## config.mk

```make
export PLATFORM = sky130hd
export DESIGN_NAME = dbg_frame_tx
export DESIGN_NICKNAME = d
export VERILOG_FILES = /design/src/rtl/dbg_frame_tx_pkg.sv /design/src/rtl/dbg_frame_tx.sv
export SDC_FILE = /design/constraint.sdc
export NUM_CORES = 1
export LEC_CHECK = 0
export ABC_AREA = 1
export CORE_UTILIZATION = 64
export CTS_CLUSTER_SIZE = 30
export DETAILED_ROUTE_END_ITERATION = 8
export DONT_BUFFER_PORTS = 1
export HOLD_SLACK_MARGIN = 0.05
export PLACE_DENSITY = 0.8
export SYNTH_ARGS = -nofsm -noshare
export SYNTH_HDL_FRONTEND = slang
export SYNTH_SLANG_ARGS = --single-unit
```

## constraint.sdc

```tcl
create_clock -name clk -period 2.4 [get_ports clk]
set_clock_uncertainty 0.2 [all_clocks]
set_input_delay 0 -clock clk [delete_from_list [all_inputs] [get_ports clk]]
set_output_delay 0 -clock clk [all_outputs]
set_load 0.05 [all_outputs]
```

## src/rtl/dbg_frame_tx_pkg.sv

```systemverilog
// Shared constants for the debug snapshot framer.
// Default snapshot width is built from the pipeline latch widths.
package dbg_frame_tx_pkg;

  localparam int DBG_NB_DATA = 8;
  localparam logic [7:0] DBG_HEADER = 8'hA5;

  localparam int ID_EX_W  = 128;
  localparam int EX_MEM_W = 72;
  localparam int MEM_WB_W = 40;
  localparam int WB_ID_W  = 40;
  localparam int CTRL_W   = 8;

  localparam int DBG_NB_SNAPSHOT =
    ID_EX_W + EX_MEM_W + MEM_WB_W +
    WB_ID_W + CTRL_W;

  typedef enum logic [1:0] {
    S_IDLE = 2'd0,
    S_SEND = 2'd1,
    S_WAIT = 2'd2,
    S_DONE = 2'd3
  } state_e;

endpackage

```

## src/rtl/dbg_frame_tx.sv

```systemverilog
// Serialises a pipeline snapshot into a framed byte stream
// for uart_tx: header, payload LSB-first, XOR checksum.
module dbg_frame_tx
  import dbg_frame_tx_pkg::*;
#(
  parameter int NB_DATA     = DBG_NB_DATA,
  parameter int NB_SNAPSHOT = DBG_NB_SNAPSHOT,
  parameter logic [NB_DATA-1:0] HEADER =
    NB_DATA'(DBG_HEADER)
) (
  input  logic                   clk,
  input  logic                   i_rst_n,
  input  logic                   i_start,
  input  logic [NB_SNAPSHOT-1:0] i_snapshot,
  input  logic                   i_txDone,
  output logic                   o_tx_start,
  output logic [NB_DATA-1:0]     o_data,
  output logic                   o_busy,
  output logic                   o_done
);

  localparam int N  = NB_SNAPSHOT / NB_DATA;
  localparam int CW = $clog2(N + 2);
  localparam logic [CW-1:0] LAST_PAY = CW'(N);
  localparam logic [CW-1:0] LAST     = CW'(N + 1);

  if (NB_SNAPSHOT % NB_DATA != 0) begin : g_bad_width
    $error("NB_SNAPSHOT must be a multiple of NB_DATA");
  end

  state_e                 state_q;
  logic [NB_SNAPSHOT-1:0] shift_q;
  logic [NB_DATA-1:0]     csum_q;
  logic [CW-1:0]          cnt_q;
  logic                   tx_start_q;
  logic [NB_DATA-1:0]     data_q;
  logic                   busy_q;
  logic                   done_q;

  // cnt_q is the index of the byte currently on the line
  always_ff @(posedge clk or negedge i_rst_n) begin
    if (!i_rst_n) begin
      state_q    <= S_IDLE;
      shift_q    <= '0;
      csum_q     <= '0;
      cnt_q      <= '0;
      tx_start_q <= 1'b0;
      data_q     <= '0;
      busy_q     <= 1'b0;
      done_q     <= 1'b0;
    end else begin
      tx_start_q <= 1'b0;
      done_q     <= 1'b0;
      unique case (state_q)
        S_IDLE: begin
          if (i_start) begin
            shift_q    <= i_snapshot;
            csum_q     <= HEADER;
            cnt_q      <= '0;
            data_q     <= HEADER;
            tx_start_q <= 1'b1;
            busy_q     <= 1'b1;
            state_q    <= S_SEND;
          end
        end
        S_SEND: begin
          state_q <= S_WAIT;
        end
        S_WAIT: begin
          if (i_txDone) begin
            if (cnt_q == LAST) begin
              done_q  <= 1'b1;
              state_q <= S_DONE;
            end else begin
              cnt_q      <= cnt_q + 1'b1;
              tx_start_q <= 1'b1;
              state_q    <= S_SEND;
              if (cnt_q == LAST_PAY) begin
                data_q <= csum_q;
              end else begin
                data_q  <= shift_q[NB_DATA-1:0];
                csum_q  <= csum_q ^ shift_q[NB_DATA-1:0];
                shift_q <= shift_q >> NB_DATA;
              end
            end
          end
        end
        S_DONE: begin
          busy_q  <= 1'b0;
          cnt_q   <= '0;
          state_q <= S_IDLE;
        end
        default: state_q <= S_IDLE;
      endcase
    end
  end

  assign o_tx_start = tx_start_q;
  assign o_data     = data_q;
  assign o_busy     = busy_q;
  assign o_done     = done_q;

endmodule

```

==> results_dict.tcl, run 1 <==
set metrics [dict create \
    synth_top_area_cell "dfrtp_1" \
    vias_per_cell 5.93 \
    worstSetupEndpointType "flip-flop" \
    grt_first_pass_wirelength_mm 83.4 \
    worst-endpoint-required_ns 2.63 \
    hold_viol 315 \
    maxSlewHeadroom_pct 42.4 \
    leakagePower_nw 11.3 \
    cts.sinks 315 \
    synthFlopType "dfrtp_1" \
    outcome "finished, violations left" \
    period_minus_slack_ns 2.30 \
    setup_violations 0 \
    avgSynthCellArea_um2 6.88 \
    dr_total_vias 17285 \
    grt_pass1_vias 16854 \
    cts_root_buffer "clkbuf_16" \
    report.final.slew_viol_count 0 \
    arrival_ns 2.53 \
    worstSetupStartpointType "flip-flop" \
    cts-hold-fix-buffers 298 \
    fmax_mhz 435 \
    crit_type "reg -> reg" \
    hold_ws_ns -1.01 \
    async_flop_share_pct 100 \
    antenna_found_initial 7 \
    first_pass_iters 6 \
    synth_top_area_share_pct 48.9 \
    synthTopCellsByCount "nand2_1 (1490), dfrtp_1 (315), nand3_1 (309), buf_2 (76), clkbuf_1 (52)" \
    synth_fp_nets 2640 \
    ioPinCount 303 \
    power_density_nw_per_um2 1240 \
    clkTransAtPathRegs_ns 0.06 \
    synth.most_common_cell "nand2_1" \
    met3_length_mm 4.66 \
    violations "hold timing" \
    grt_max_degree 316 \
    cts_buffers 35 \
    peakVddDrop_v 0.000938 \
    core_um2 24500 \
    tightest_slew_ns 0.863 \
    clk_latency_ns 0.51 \
    ant_nets 0 \
    die_width_um 161 \
    yosysSeqAreaShare_pct 48.9 \
    clockBufferDepth 3 \
    synthCells 2345 \
    die-area_um2 25800 \
    fin_crit_sh_pct 95.8 \
    grt_usage_pct 39.9 \
    n_fill_cell 1383 \
    synthesis.area_um2 16100 \
    synth_edf_count 0 \
    dp_hpwl_mm 24.6 \
    syn_to_final_growth_pct 28.1 \
    start_util_pct 65.7 \
    drive_gt1_share_pct 4.18 \
    worst_slack_ns 0.102 \
    synth_cell_type_count 22 \
    met1Wirelength_mm 19.2 \
    hold_path_class "in -> async" \
    drtIter0Drc 2670 \
    path_max_fanout 39 \
    gp_congestion 0.828 \
    rows 57 \
    io_buffers 0 \
    nets 2855 \
    fin_area_um2 20700 \
    die_height_um 161 \
    drt_wl_total_mm 51.9 \
    cts.htree.levels 2 \
    place_area_um2 16300 \
    routed.top_layer "met4" \
    place_ws_ns 0.163 \
    met2_wirelength_mm 25.0 \
    yosys_register_bits 315 \
    cts_tree "built" \
    synthTopCellsByArea "dfrtp_1 (49%), nand2_1 (35%), nand3_1 (9.6%)" \
    drc 0 \
    yosysWarnings 0 \
    grt-ovfl-total 0 \
    maxCapViolations 0 \
    wl_per_cell_um 17.8 \
]
-- critical path, stage by stage, from the launching register on --
cell and delay, ns:
dfrtp_1 0.44, inv_1 0.11, ha_1 0.17, nand3_1 0.13
nor2_4 0.18, nand2_8 0.15, nand3_4 0.17, buf_4 0.39
nand2_1 0.14, nand2_1 0.13
-- registers in the layout (all words and copies together), names as in the netlist --
name        count
cnt_q           6
csum_q          8
o_busy          1
o_data          8
o_done          1
o_tx_start      1
shift_q       288
state_q         2
-- final cells by class --
type | instances | area [um2] | share of cell area [%]
Sequential cell | 315 | 7880 | 38.2
Antenna cell | 7 | 17.5 | 0.0848
Tap cell | 324 | 405 | 1.96
Inverter | 25 | 93.8 | 0.454
Clock buffer | 55 | 1090 | 5.29
Multi-Input combinational cell | 1846 | 7500 | 36.3
Clock inverter | 7 | 110 | 0.533
Timing Repair Buffer | 337 | 3550 | 17.2
-- worst paths after layout --
path	end	cells after the start	startpoint	slack, ns
setup / recovery	shift_q[11]$_DFFE_PN0P_	9	cnt_q[0]$_DFFE_PN0P_	0.10
hold / removal	shift_q[212]$_DFFE_PN0P_	0	i_rst_n	-1.01
setup reg to reg	shift_q[11]$_DFFE_PN0P_	9	cnt_q[0]$_DFFE_PN0P_	0.10
hold reg to reg	shift_q[217]$_DFFE_PN0P_	2	shift_q[217]$_DFFE_PN0P_	0.27
max in group asynchronous	shift_q[254]$_DFFE_PN0P_	0	i_rst_n	2.33
min in group clk	state_q[1]$_DFFE_PN0P_	4	i_txDone	0.07
-- through the flow --
step | std cells | util (%) | power (mW) | setup TNS, ns | hold WS, ns
2_1_floorplan | 2345 | - | 16.3 | 0 | -0.496
3_3_place_gp | 2543 | 66.5 | 18.2 | 0 | -0.488
3_5_place_dp | 2543 | 66.5 | 18.5 | 0 | -0.489
4_1_cts | 2903 | 83.6 | 24.7 | 0 | -1.02
5_1_grt | 2915 | 84.2 | 27.3 | -0.0547 | -1.02
6_report | 2916 | 84.2 | 25.7 | 0 | -1.01
-- report_power, final --
group	internal (mW)	switching (mW)
combinational	3.60	6.78
clock	3.45	2.20
sequential	7.81	1.87
total	14.9	10.8
-- metal layers --
metal / up-vias / global-route usage (%)
li1: 7681 / -
met1: 8058 / 49.8
met2: 1225 / 65.9
met3: 321 / 8.19
met4: 0 / 21.0
met5: - / 0
-- cell usage in the layout (no fill, tap or decap), types with 4 or more instances in the layout --
master and n:
buf_12 14, buf_4 18, clkbuf_1 8, clkbuf_16 39
clkbuf_8 10, clkinv_2 4, dfrtp_1 314, diode_2 7
dlygate4sd3_1 298, inv_1 22, nand2_1 1486, nand2_2 4
nand3_1 309, nor2_1 14, o21ai_0 10, xnor2_1 8
-- what timing repair did --
item,4_1_cts,5_1_grt
hold endpoints to repair,621,315
gates resized for setup,0,11
setup buffers,0,4
setup endpoints to repair,0,99
-- cell families after synthesis --
kind of cell	Yosys count	synth area share [%]
AND/OR/NAND/NOR	1823	45.1
XOR/XNOR	9	0.489
AO/OA/AOI/OAI	11	0.341
flip-flops	315	48.9
adder cells (fa/ha/maj)	3	0.233
buffers and inverters	184	4.94
Note: power is estimated with default switching activity, not from simulation.
==> inputs of run 2 (changes only) <==
ABC_AREA = not set   (was 1)
CORE_MARGIN = 5   (was not set)
==> results_dict.tcl, run 2 <==
set metrics [dict create \
    synthCells 1646 \
    antenna_found_initial 17 \
    drt_wl_total_mm 62.5 \
    crit_type "reg -> reg" \
    cts_root_buffer "clkbuf_16" \
    synth_edf_count 0 \
    rows 57 \
    fin_crit_sh_pct 102 \
    nets 2271 \
    synth_mux_area_share_pct 20.8 \
    period_minus_slack_ns 2.44 \
    worstSetupStartpointType "flip-flop" \
    core_um2 24100 \
    report.final.slew_viol_count 0 \
    yosysSeqAreaShare_pct 50.7 \
    drive_gt1_share_pct 17.3 \
    fin_area_um2 21800 \
    cts-hold-fix-buffers 309 \
    drc 0 \
    die_width_um 166 \
    worstSetupEndpointType "flip-flop" \
    clkTransAtPathRegs_ns 0.07 \
    tightest_slew_ns 0.765 \
    synth_top_area_share_pct 50.7 \
    crit_start "cnt_q[1]$_DFFE_PN0P_" \
    first_pass_iters 9 \
    worst-endpoint-required_ns 2.59 \
    cts_buffers 34 \
    peakVddDrop_v 0.000909 \
    start_util_pct 64.6 \
    gp_congestion 0.857 \
    yosysWarnings 0 \
    synthTopCellsByCount "nand2_1 (849), dfrtp_1 (315), mux2_1 (256), clkbuf_1 (64), mux2_2 (24)" \
    clockBufferDepth 3 \
    synth-compound-area-share_pct 2.33 \
    synthTopCellsByArea "dfrtp_1 (51%), nand2_1 (20%), mux2_1 (19%)" \
    synth_cell_type_count 40 \
    synthFlopType "dfrtp_1" \
    syn_to_final_growth_pct 40.3 \
    async_flop_share_pct 100 \
    die_height_um 166 \
    leakagePower_nw 10.9 \
    synthesis.area_um2 15600 \
    r2r_start "cnt_q[1]$_DFFE_PN0P_" \
    path_max_fanout 9 \
    power_density_nw_per_um2 1400 \
    violations "hold timing, setup timing" \
    maxSlewHeadroom_pct 49.0 \
    grt_first_pass_wirelength_mm 79.3 \
    hold_path_class "in -> async" \
    hold_ws_ns -1.01 \
    synth_xor_area_share_pct 0.0563 \
    drtIter0Drc 2164 \
    place_area_um2 16000 \
    worst_slack_ns -0.0395 \
    largest_reg_flops 288 \
    avgSynthCellArea_um2 9.45 \
    die-area_um2 27500 \
    cts.htree.levels 2 \
    clk_latency_ns 0.51 \
    synth_top_area_cell "dfrtp_1" \
    wl_per_cell_um 26.7 \
    arrival_ns 2.63 \
    hold_viol 315 \
    synth_fp_nets 1941 \
    setup_violations 29 \
    cts.sinks 315 \
    synth_top_family_by_area "simple AND/OR/NAND/NOR gates" \
    dp_hpwl_mm 24.9 \
    ioPinCount 303 \
    rsz0062_at_grt "yes" \
    grt_max_degree 316 \
    yosys_register_bits 315 \
    final_cell_mix "nand2_1 (849), dfrtp_1 (313), dlygate4sd3_1 (309), mux2_4 (176), mux2_1 (89)" \
    maxCapViolations 0 \
    n_fill_cell 861 \
    synth-simple-area-share_pct 22.2 \
    grt_pass1_vias 14562 \
    synth-adder-area-share_pct 0.241 \
    register_area_um2 7890 \
    p_total_mw 30.6 \
    multi_input_area_um2 7780 \
    ant_nets 0 \
    fmax_mhz 410 \
    outcome "finished, violations left" \
    grt-ovfl-total 0 \
    regMostFlops "shift_q" \
    mostFrequentLayoutCell "nand2_1" \
    cts_tree "built" \
    synth.most_common_cell "nand2_1" \
    dr_total_vias 14991 \
    io_buffers 0 \
    grt_usage_pct 35.8 \
    vias_per_cell 6.40 \
]
-- run 2: changes by cell type in the layout (fill, tap and decap cells not counted), moves of 20 or more --
cell	delta
inv_1	-20
nand3_1	-303
clkbuf_16	+20
nand2_1	-637
mux2_1	+89
mux2_4	+176
-- run 2: power by group --
group	internal (mW)	total [mW]	switching [mW]
logic	7.44	14.4	6.95
registers	8.03	10.4	2.41
clock network	3.49	5.80	2.32
total	18.9	30.6	11.7
-- run 2: cell type report --
| type | count | area share, % |
|---|---|---|
| antenna | 17 | 0.195 |
| clock buffer | 51 | 4.85 |
| timing repair buffer | 394 | 20.6 |
| tap | 324 | 1.86 |
| inverter | 4 | 0.0688 |
| sequential | 315 | 36.1 |
| multi-input combinational | 1227 | 35.6 |
| clock inverter | 9 | 0.676 |
-- run 2: cell families (layout without fill, tap and decap cells) --
kind of cell	count (synthesis)	in the layout
other	0	17
AO/OA/AOI/OAI	44	44
multiplexers	288	288
AND/OR/NAND/NOR	891	891
flip-flops	315	315
buffers and inverters	104	458
adder cells (fa/ha/maj)	3	3
XOR/XNOR	1	1
-- run 2: metrics by stage --
stage	utilization, %	instances	setup slack (ns)	TNS, ns	hold WS, ns
after floorplan	-	1646	0.0534	0	-0.496
after global placement	66.5	1915	0.0278	0	-0.483
after detailed placement	66.5	1915	-0.0212	-0.451	-0.484
after CTS	84.4	2285	-0.0108	-0.0414	-1.02
after global routing	90.6	2339	-0.0869	-6.14	-1.03
final	90.6	2341	-0.0395	-0.376	-1.01
-- run 2: timing repair --
item | CTS | global route
endpoints found under the hold margin | 630 | 315
gates resized for setup | 5 | 206
pin swaps | 0 | 4
cloned | 0 | 28
endpoints found under the setup margin | 111 | 274
buffers inserted | 1 | 11
-- run 2: worst paths after layout --
kind,end,slack (ns),cells after the start
max,shift_q[244]$_DFFE_PN0P_,-0.04,9
min,shift_q[34]$_DFFE_PN0P_,-1.01,0
max reg2reg,shift_q[244]$_DFFE_PN0P_,-0.04,9
min reg2reg,shift_q[96]$_DFFE_PN0P_,0.29,1
max in group asynchronous,shift_q[142]$_DFFE_PN0P_,2.37,0
min in group clk,shift_q[211]$_DFFE_PN0P_,0.08,4
-- run 2: worst max-delay path, stage by stage, from the launching register on --
cell and delay [ns]:
dfrtp_1 0.36, inv_2 0.06, ha_2 0.18, or2_1 0.24, a21o_2 0.22, a21oi_4 0.18, buf_6 0.17, buf_12 0.18
clkbuf_16 0.19, mux2_2 0.34
-- run 2: layer usage --
metal | global-route usage, % | vias to the layer above | wire length [um]
met5 | 0 | - | 45
met4 | 18.4 | 6 | 5120
met3 | 7.36 | 444 | 5960
met2 | 61.3 | 1360 | 30500
met1 | 42.8 | 7197 | 20900
li1 | - | 5984 | -
==> inputs of run 3 (changes only) <==
--- a/config.mk
+++ b/config.mk
@@ -7,10 +7,11 @@
 export LEC_CHECK = 0
 export CORE_MARGIN = 5
-export CORE_UTILIZATION = 64
+export CORE_UTILIZATION = 65
+export CTS_BUF_LIST = sky130_fd_sc_hd__clkbuf_4
 export CTS_CLUSTER_SIZE = 30
 export DETAILED_ROUTE_END_ITERATION = 8
 export DONT_BUFFER_PORTS = 1
 export HOLD_SLACK_MARGIN = 0.05
-export PLACE_DENSITY = 0.8
+export PLACE_DENSITY = 0.81
 export SYNTH_ARGS = -nofsm -noshare
 export SYNTH_HDL_FRONTEND = slang
==> constraint.sdc (replaced) <==
create_clock -name clk -period 2.4 [get_ports clk]
set_clock_uncertainty 0.2 [all_clocks]
set_input_delay 0 -clock clk [delete_from_list [all_inputs] [get_ports clk]]
set_output_delay 0 -clock clk [all_outputs]
set_load 0.005 [all_outputs]
==> results_dict.tcl, run 3 <==
set metrics [dict create \
    outcome "aborted with a tool error" \
    stop_stage "4_1_cts" \
    stop_error "[ERROR RSZ-0060] Max buffer count reached." \
    synth_fp_nets 1941 \
    dp_hpwl_mm 24.4 \
    synth_top_area_cell "dfrtp_1" \
    cts_buffers 81 \
    gp_congestion 0.829 \
    die_height_um 165 \
    synthFlopType "dfrtp_1" \
    synth_edf_count 0 \
    synth_top_area_share_pct 50.7 \
    cts_root_buffer "clkbuf_4" \
    synth_cell_type_count 40 \
    place_area_um2 15900 \
    clockBufferDepth 3 \
    cts.htree.levels 3 \
    yosysWarnings 0 \
    async_flop_share_pct 100 \
    ioPinCount 303 \
    synth.most_common_cell "nand2_1" \
    avgSynthCellArea_um2 9.45 \
    cts.sinks 315 \
    cts-hold-fix-buffers 408 \
    start_util_pct 66.1 \
    post_cts_resize_count 1 \
    post-cts-setup-buffers 0 \
    io_buffers 0 \
    yosysSeqAreaShare_pct 50.7 \
    synthTopCellsByCount "nand2_1 (849), dfrtp_1 (315), mux2_1 (256), clkbuf_1 (64), mux2_2 (24)" \
    synthesis.area_um2 15600 \
    rows 56 \
    synthCells 1646 \
    yosys_register_bits 315 \
    synthTopCellsByArea "dfrtp_1 (51%), nand2_1 (20%), mux2_1 (19%)" \
    die_width_um 165 \
]
==> run 3: cell counts after synthesis <==
No cell type changed its count.
==> run 3: per-stage QoR <==
stage / util, % / cells / hold slack [ns] / setup WS [ns] / setup TNS [ns]
floorplan: - / 1646 / -0.496 / 0.0534 / 0
detailed placement: 67.6 / 1900 / -0.487 / -0.0411 / -1.05
global placement: 67.6 / 1900 / -0.484 / 0.00938 / 0
==> run 3: cell families after synthesis <==
family | synth area share [%]
AND/OR/NAND/NOR | 22.2
multiplexers | 20.8
AO/OA/AOI/OAI | 2.33
flip-flops | 50.7
buffers and inverters | 3.78
XOR/XNOR | 0.0563
adder cells (fa/ha/maj) | 0.241
==> inputs of run 4 (changes only) <==
CORE_UTILIZATION = 40   (was 65)
CTS_BUF_LIST = not set   (was sky130_fd_sc_hd__clkbuf_4)
CTS_CLUSTER_SIZE = not set   (was 30)
HOLD_SLACK_MARGIN = not set   (was 0.05)
PLACE_DENSITY = not set   (was 0.81)
PLACE_DENSITY_LB_ADDON = 0.15   (was not set)
==> results_dict.tcl, run 4 (synthesized netlist as in run 2, its figures left out) <==
set metrics [dict create \
    outcome "finished, violations left" \
    violations "hold timing, setup timing" \
    cts-hold-fix-buffers 302 \
    ant_nets 0 \
    grt_pass1_vias 12976 \
    timing.rr.end "shift_q[101]$_DFFE_PN0P_" \
    leakagePower_nw 10.2 \
    dr_total_vias 12211 \
    die_height_um 207 \
    cts_root_buffer "clkbuf_16" \
    worst-r2r-cell-count 9 \
    power_density_nw_per_um2 1230 \
    worst_slack_ns -0.00761 \
    rows 72 \
    rsz0062_at_grt "yes" \
    fmax_mhz 415 \
    r2r_slack_ns -0.008 \
    drt_wl_total_mm 43.0 \
    wl_per_cell_um 17.3 \
    mostFrequentLayoutCell "nand2_1" \
    syn_to_final_growth_pct 34.9 \
    drc 0 \
    fin_crit_sh_pct 100 \
    tightest_slew_ns 0.817 \
    setup_violations 3 \
    met2_wirelength_mm 20.4 \
    r2r_start "cnt_q[0]$_DFFE_PN0P_" \
    stdcell_count 2484 \
    largest_reg_flops 288 \
    n_fill_cell 3352 \
    register_area_um2 7890 \
    die_width_um 207 \
    nets 2237 \
    worstSetupEndpointType "flip-flop" \
    hold_ws_ns -1.03 \
    ioPinCount 303 \
    cts_tree "built" \
    core_um2 38600 \
    routed.top_layer "met4" \
    hold_path_class "in -> async" \
    met1Wirelength_mm 18.9 \
    first_pass_iters 8 \
    multi_input_area_um2 7400 \
    antenna_found_initial 1 \
    drive_gt1_share_pct 11.7 \
    drtIter0Drc 740 \
    grt-ovfl-total 0 \
    grt_usage_pct 19.2 \
    dp_cells 2101 \
    maxSlewHeadroom_pct 45.5 \
    cts_buffers 37 \
    grt_first_pass_wirelength_mm 68.4 \
    fin_util_pct 54.4 \
    met3_length_mm 1.92 \
    final_cell_mix "nand2_1 (849), dfrtp_1 (313), dlygate4sd3_1 (302), mux2_1 (181), mux2_4 (75)" \
    vias_per_cell 4.92 \
    cts.htree.levels 2 \
    path_max_fanout 8 \
    io_buffers 0 \
    maxCapViolations 0 \
    clkTransAtPathRegs_ns 0.06 \
    peakVddDrop_v 0.000653 \
    arrival_ns 2.61 \
    period_minus_slack_ns 2.41 \
    grt_max_degree 316 \
    gp_congestion 0.781 \
    die-area_um2 43000 \
    worst-endpoint-required_ns 2.60 \
    hold_viol 315 \
    start_util_pct 40.4 \
    cts.sinks 315 \
    clockBufferDepth 3 \
    dp_hpwl_mm 25.5 \
    clk_latency_ns 0.53 \
    regMostFlops "shift_q" \
    worstSetupStartpointType "flip-flop" \
    report.final.slew_viol_count 0 \
    crit_type "reg -> reg" \
]
[run 4: report_power, final]
part,internal [mW],switching [mW]
Sequential,8.02,1.47
Clock,3.35,2.23
Combinational,5.64,5.13
Total,17.0,8.84
[run 4: worst max-delay path: stages, from the launching register on]
cell and delay [ns]:
dfrtp_1 0.38, inv_2 0.06, ha_4 0.15, or2_1 0.24, a21o_2 0.22, a21oi_4 0.23, buf_12 0.16, buf_12 0.16
clkbuf_16 0.18, mux2_4 0.30
[run 4: through the flow]
step	setup slack (ns)	hold slack (ns)	power, mW	area, um2	TNS (ns)
final	-0.00761	-1.03	25.8	21000	-0.0134
after global routing	-0.0743	-1.05	27.7	21000	-6.77
after CTS	-0.00744	-1.06	24.9	20500	-0.0343
after detailed placement	-0.0638	-0.483	18.3	16100	-4.87
after global placement	-0.0349	-0.485	18.0	16100	-2.23
after floorplan	0.0534	-0.496	16.0	15600	0
[run 4: repair_timing]
action | in CTS | in global routing
cloned | 3 | 6
setup buffers | 7 | 3
hold endpoints to repair | 630 | 315
pin swaps | 3 | 3
gates resized for setup | 12 | 87
endpoints found under the setup margin | 222 | 258
[run 4: worst max-delay path by stage]
stage                     slack (ns)                       end  cells after the start                  from
final                         -0.008  shift_q[101]$_DFFE_PN0P_                      9  cnt_q[0]$_DFFE_PN0P_
after global routing           -0.07   shift_q[79]$_DFFE_PN0P_                      9  cnt_q[1]$_DFFE_PN0P_
after CTS                     -0.007  shift_q[114]$_DFFE_PN0P_                      9  cnt_q[0]$_DFFE_PN0P_
after detailed placement       -0.06  shift_q[110]$_DFFE_PN0P_                      8  cnt_q[0]$_DFFE_PN0P_
after global placement         -0.03   shift_q[26]$_DFFE_PN0P_                      8  cnt_q[0]$_DFFE_PN0P_
after floorplan                 0.05  shift_q[198]$_DFFE_PN0P_                      7  cnt_q[0]$_DFFE_PN0P_
[run 4: area by class of cell]
| cell class | count | area share (%) |
|---|---|---|
| Inverter | 4 | 0.0715 |
| Timing Repair Buffer | 357 | 18.3 |
| Tap cell | 518 | 3.09 |
| Multi-Input combinational cell | 1227 | 35.3 |
| Sequential cell | 315 | 37.6 |
| Clock buffer | 48 | 4.94 |
| Clock inverter | 14 | 0.727 |
| Antenna cell | 1 | 0.0119 |
[run 4: routing by layer]
| layer | up-vias | track usage, % |
|---|---|---|
| li1 | 5899 | - |
| met1 | 5860 | 25.3 |
| met2 | 340 | 31.1 |
| met3 | 112 | 3.52 |
| met4 | 0 | 8.37 |
| met5 | - | 0 |
